==> config.mk <==
export PLATFORM = sky130hd
export DESIGN_NAME = decode_stage_pipe
export DESIGN_NICKNAME = d
export VERILOG_FILES = /design/src/rtl/decode_stage_pipe.sv
export SDC_FILE = /design/constraint.sdc
export NUM_CORES = 2
export LEC_CHECK = 0
export CAP_MARGIN = 20
export CORE_ASPECT_RATIO = 0.75
export CORE_UTILIZATION = 25
export DETAILED_ROUTE_END_ITERATION = 6
export PLACE_DENSITY = 0.37
export SLEW_MARGIN = 20
export SYNTH_ARGS = -nofsm -noshare
export SYNTH_HDL_FRONTEND = slang
export SYNTH_SLANG_ARGS = --single-unit
==> constraint.sdc <==
create_clock -name i_clk -period 86.6 [get_ports i_clk]
set_clock_uncertainty 0.1 [all_clocks]
set_input_delay 25.98 -clock i_clk [delete_from_list [all_inputs] [get_ports i_clk]]
set_output_delay 25.98 -clock i_clk [all_outputs]
set_load 0.02 [all_outputs]
==> src/rtl/decode_stage_pipe.sv <==
// RV32 instruction-decode stage: architectural register file with optional
// write-to-read bypass, immediate extension, and the ID/EX pipeline register.

module decode_rd_port #(
    parameter int XLEN   = 32,
    parameter int NREGS  = 32,
    parameter int BYPASS = 1
) (
    input  logic [NREGS-1:0][XLEN-1:0] regs,
    input  logic                       wr_ok,
    input  logic [4:0]                 wr_addr,
    input  logic [XLEN-1:0]            wr_data,
    input  logic [4:0]                 idx,
    output logic [XLEN-1:0]            data
);
    localparam int AW = $clog2(NREGS);

    // Out-of-range indices read as zero; x0 is never written so regs[0] stays zero.
    always_comb begin
        data = '0;
        if (int'(idx) < NREGS) begin
            if ((BYPASS != 0) && wr_ok && (wr_addr == idx))
                data = wr_data;
            else
                data = regs[idx[AW-1:0]];
        end
    end
endmodule

module decode_stage_pipe #(
    parameter int XLEN   = 32,
    parameter int NREGS  = 32,
    parameter int BYPASS = 1
) (
    input  logic            i_clk,
    input  logic            i_rst,
    input  logic            i_d_valid,
    input  logic [31:0]     i_d_instr,
    input  logic [XLEN-1:0] i_d_pc,
    input  logic            i_stall,
    input  logic            i_flush,
    input  logic            i_en_regfile_write,
    input  logic [4:0]      i_result_addr,
    input  logic [XLEN-1:0] i_final_result,
    input  logic [2:0]      i_mux_immext_src,
    output logic            o_e_valid,
    output logic [XLEN-1:0] o_e_rd1,
    output logic [XLEN-1:0] o_e_rd2,
    output logic [XLEN-1:0] o_e_immext,
    output logic [XLEN-1:0] o_e_pc,
    output logic [4:0]      o_e_rs1,
    output logic [4:0]      o_e_rs2,
    output logic [4:0]      o_e_rd,
    output logic            o_e_illegal
);
    localparam int AW = $clog2(NREGS);

    typedef struct packed {
        logic            valid;
        logic [XLEN-1:0] rd1;
        logic [XLEN-1:0] rd2;
        logic [XLEN-1:0] imm;
        logic [XLEN-1:0] pc;
        logic [4:0]      rs1;
        logic [4:0]      rs2;
        logic [4:0]      rd;
        logic            illegal;
    } idex_t;

    logic [4:0] rs1, rs2, rd;
    assign rs1 = i_d_instr[19:15];
    assign rs2 = i_d_instr[24:20];
    assign rd  = i_d_instr[11:7];

    logic unused_opcode;
    assign unused_opcode = ^i_d_instr[6:0];

    // A writeback is architecturally real only for x1..x(NREGS-1).
    logic wr_ok;
    assign wr_ok = i_en_regfile_write && (i_result_addr != 5'd0) &&
                   (int'(i_result_addr) < NREGS);

    logic [NREGS-1:0][XLEN-1:0] regs;

    always_ff @(posedge i_clk or posedge i_rst) begin
        if (i_rst)
            regs <= '0;
        else if (wr_ok)
            regs[i_result_addr[AW-1:0]] <= i_final_result;
    end

    logic [1:0][4:0]      rs_idx;
    logic [1:0][XLEN-1:0] rd_val;
    assign rs_idx = {rs2, rs1};

    for (genvar p = 0; p < 2; p++) begin : g_rd
        decode_rd_port #(
            .XLEN  (XLEN),
            .NREGS (NREGS),
            .BYPASS(BYPASS)
        ) u_port (
            .regs   (regs),
            .wr_ok  (wr_ok),
            .wr_addr(i_result_addr),
            .wr_data(i_final_result),
            .idx    (rs_idx[p]),
            .data   (rd_val[p])
        );
    end

    logic [31:0]     imm32;
    logic [XLEN-1:0] imm_ext;

    always_comb begin
        imm32 = '0;
        case (i_mux_immext_src)
            3'b000:  imm32 = {{20{i_d_instr[31]}}, i_d_instr[31:20]};
            3'b001:  imm32 = {{20{i_d_instr[31]}}, i_d_instr[31:25], i_d_instr[11:7]};
            3'b010:  imm32 = {{20{i_d_instr[31]}}, i_d_instr[7], i_d_instr[30:25],
                              i_d_instr[11:8], 1'b0};
            3'b011:  imm32 = {{12{i_d_instr[31]}}, i_d_instr[19:12], i_d_instr[20],
                              i_d_instr[30:21], 1'b0};
            3'b100:  imm32 = {i_d_instr[31:12], 12'b0};
            default: imm32 = '0;
        endcase
    end

    // U-type is sign-extended too when XLEN=64.
    assign imm_ext = XLEN'($signed(imm32));

    logic illegal;
    assign illegal = (NREGS < 32) && i_d_valid &&
                     ((int'(rs1) >= NREGS) || (int'(rs2) >= NREGS) || (int'(rd) >= NREGS));

    idex_t q, d;

    always_comb begin
        d = q;
        if (i_flush) begin
            d = '0;
        end else if (i_stall) begin
            // Keep held operands fresh while the slot waits out a long stall.
            if (q.valid && wr_ok && (q.rs1 == i_result_addr)) d.rd1 = i_final_result;
            if (q.valid && wr_ok && (q.rs2 == i_result_addr)) d.rd2 = i_final_result;
        end else begin
            d.valid   = i_d_valid;
            d.rd1     = rd_val[0];
            d.rd2     = rd_val[1];
            d.imm     = imm_ext;
            d.pc      = i_d_pc;
            d.rs1     = rs1;
            d.rs2     = rs2;
            d.rd      = rd;
            d.illegal = illegal;
        end
    end

    always_ff @(posedge i_clk or posedge i_rst) begin
        if (i_rst)
            q <= '0;
        else
            q <= d;
    end

    assign o_e_valid   = q.valid;
    assign o_e_rd1     = q.rd1;
    assign o_e_rd2     = q.rd2;
    assign o_e_immext  = q.imm;
    assign o_e_pc      = q.pc;
    assign o_e_rs1     = q.rs1;
    assign o_e_rs2     = q.rs2;
    assign o_e_rd      = q.rd;
    assign o_e_illegal = q.illegal;
endmodule

==> results.sh <==
export IMPL_outcome="complete, no violations"
export IMPL_cts_root_buf="clkbuf_16"
export IMPL_syn_num_nets=4111
export IMPL_tns_ns=0
export IMPL_antenna_found_initial=12
export IMPL_reg2reg_slack_ns=83.92
export IMPL_cts_buffer_depth=4
export IMPL_crit_path_start_kind="input pin"
export IMPL_cp_required_ns=87.30
export IMPL_critPathLaunch="i_rst"
export IMPL_synthAdderAreaFrac_pct=0
export IMPL_vias_per_cell=5.16
export IMPL_synth_avg_cell_area_um2=14.8
export IMPL_grt_pass1_vias=39453
export IMPL_min_from="regs[3]"
export IMPL_cap_viol_max_count=0
export IMPL_yosysWarnings=0
export IMPL_synth_compound_area_share_pct=6.20
export IMPL_synthMuxAreaShare_pct=39.2
export IMPL_fill_cells=23565
export IMPL_fmax_mhz=32.9
export IMPL_synth_flop_cell="dfrtp_1"
export IMPL_critPathCaptureType="asynchronous set/reset pin"
export IMPL_synth_most_common_cell="dfrtp_1"
export IMPL_p_per_area_nw_per_um2=23.4
export IMPL_vias=37612
export IMPL_ys_async_sr_fraction_pct=100
export IMPL_grt_total_usage_pct=18.8
export IMPL_portBuffers=246
export IMPL_final_layout_size_suffix_gt1_share_pct=46.0
export IMPL_crit_arrival_ns=31.10
export IMPL_multiInputGateArea_um2=28400
export IMPL_syn2layout_area_growth_pct=17.9
export IMPL_numClockSinks=1168
export IMPL_core_um2=235000
export IMPL_drtIter0Drc=3047
export IMPL_drc=0
export IMPL_dp_hpwl_mm=120
export IMPL_regToRegStartpoint="o_e_rs2[0]"
export IMPL_grt_max_degree=119
export IMPL_synth_simple_area_share_pct=1.62
export IMPL_path_class="input pin to asynchronous set/reset pin"
export IMPL_synth_area_top_cells="dfrtp_1 49%, mux4_2 19%, mux2_2 19%, a22oi_1 3.3%, clkbuf_1 1.8%"
export IMPL_wl_per_cell_um=30.9
export IMPL_postSynthCellCount=4001
export IMPL_synth_commonest_cells="1168 x dfrtp_1, 984 x mux2_2, 512 x mux4_2"
export IMPL_clk_pin_slew_ns=0.06
export IMPL_routed_wl_met3_mm=12.0
export IMPL_drt_wl_total_mm=225
export IMPL_final_hold_violation_count=0
export IMPL_synth_xor_area_share_pct=0.310
export IMPL_seq_area_frac_synth_pct=49.2
export IMPL_overflow=0
export IMPL_num_nets_final=4170
export IMPL_ir_drop_mv=0.0125
export IMPL_htree_levels=4
export IMPL_initial_core_util_pct=25.2
export IMPL_total_power_uw=1630
export IMPL_synth_top_family_by_area="multiplexers"
export IMPL_final_antenna_net_count=0
export IMPL_ff2ff_path_depth=6
export IMPL_period_minus_slack_ns=30.40
export IMPL_post_cts_resize_count=0
export IMPL_pin_count=255
export IMPL_slew_headroom_pct=22.5
export IMPL_dr_wl_met2_mm=100
export IMPL_finalCritPeriodShare_pct=35.1
export IMPL_row_count=154
export IMPL_grt_pass1_wl_mm=322
export IMPL_top_layer="met5"
export IMPL_postCtsSetupRepairBufs=0
export IMPL_worstMarginPinSlew_ns=1.16
export IMPL_crit_path_end="regs[943]"
export IMPL_fin_hold_ws_ns=0.293
export IMPL_ys_ff_latch=1168
export IMPL_seqCellArea_um2=29200
export IMPL_synth_cell_types=43
export IMPL_cts_tree="built"
export IMPL_synth_top_cell_area_share_pct=49.2
export IMPL_gp_congestion=0.707
export IMPL_worstSkewPairLatency_ns=0.80
export IMPL_die_y_um=424
export IMPL_cts_hold_buf=0
export IMPL_critical_path_max_fanout=101
export IMPL_fp_dieW_um=565
export IMPL_r2r_end="o_e_rd2[15]"
export IMPL_worstHoldPathType="flop to flop"
export IMPL_rsz0062_at_grt="no"
export IMPL_cts_made_buffers=149
export IMPL_p_leak_uw=0.0293
export IMPL_maxSlewViolCount=0
export IMPL_drt_met1_wl_mm=109
export IMPL_fin_util_pct=29.7
export IMPL_die_area_um2=239000
export IMPL_synth_edf_count=0
export IMPL_yosysTopAreaCell="dfrtp_1"
export IMPL_setup_viol=0
export IMPL_drtPass1Iterations=5
export IMPL_syn_cell_area_um2=59400
-- layout by cell type, fill, tap and decap left out, types with 27 or more instances in the layout --
cell             synthesis  routed
o21ai_0                 27      27
mux2i_1                 54      54
mux2_2                 984     984
inv_1                   66      65
clkbuf_16                0     151
a21oi_1                147     147
nor2_1                 138     124
buf_4                    1     106
clkdlybuf4s50_1          0     224
mux4_2                 512     512
dfrtp_1               1168    1168
a22oi_1                262     262
clkbuf_8                 0      33
a2111o_1                64      64
clkinv_2                 0      27
nand2_1                 49      34
-- cells by family (layout without fill, tap and decap cells) --
group,after synthesis,after routing
xor gates and xnor gates,21,21
DFF,1168,1168
and+or+nand+nor,225,225
buffers and inverters,516,678
other,1,2
AOI/OAI and AO/OA,512,512
muxes,1558,1558
-- flip-flops by register name, indices dropped and copies added, names as in the netlist --
register    count
o_e_immext     32
o_e_pc         32
o_e_rd          5
o_e_rd1        32
o_e_rd2        32
o_e_rs1         5
o_e_rs2         5
o_e_valid       1
regs         1024
-- critical path, stage by stage --
cell and delay, ns:
clkdlybuf4s50_1 0.49, inv_8 0.54, buf_4 0.75, buf_4 0.74, buf_4 0.72, buf_4 0.78
buf_4 0.80
-- how the worst min path moves through the flow --
stage                    end  slack [ns]  cells past startpoint
global placement    regs[21]        0.28                      0
CTS                  regs[5]        0.30                      0
floorplan            regs[0]        0.34                      1
global route        regs[20]        0.31                      0
detailed placement   regs[3]        0.28                      0
finish               regs[3]        0.29                      0
-- metal layers --
layer,vias to the layer above,track usage [%]
met2,929,28.5
met1,20946,28.2
met5,-,0
li1,15508,-
met3,221,3.41
met4,8,3.18
-- report_power, final --
group,switching [uW],internal (uW),leakage [uW]
clock,257,374,0.00238
sequential,71.9,641,0.0151
combinational,117,173,0.0118
-- metrics by stage --
| step | cell area, um^2 | cells | worst slack (ns) |
|---|---|---|---|
| finish | 70000 | 7284 | 56.20 |
| global route | 70000 | 7284 | 55.43 |
| floorplan | 59400 | 4001 | 27.62 |
| CTS | 70000 | 7283 | 55.92 |
| global placement | 65100 | 7026 | 55.11 |
| detailed placement | 65200 | 7029 | 55.09 |
-- layout make-up --
cell class              instances  area share, %
diodes                          1        0.00358
clock inverters                44          0.672
inverters                      66          0.365
well taps                    3120           5.58
multi-input cells            2317           40.7
flip-flops and latches       1168           41.8
clock buffers                 210           6.19
repair buffers                358           4.77
Note: power is estimated with default switching activity, not from simulation.
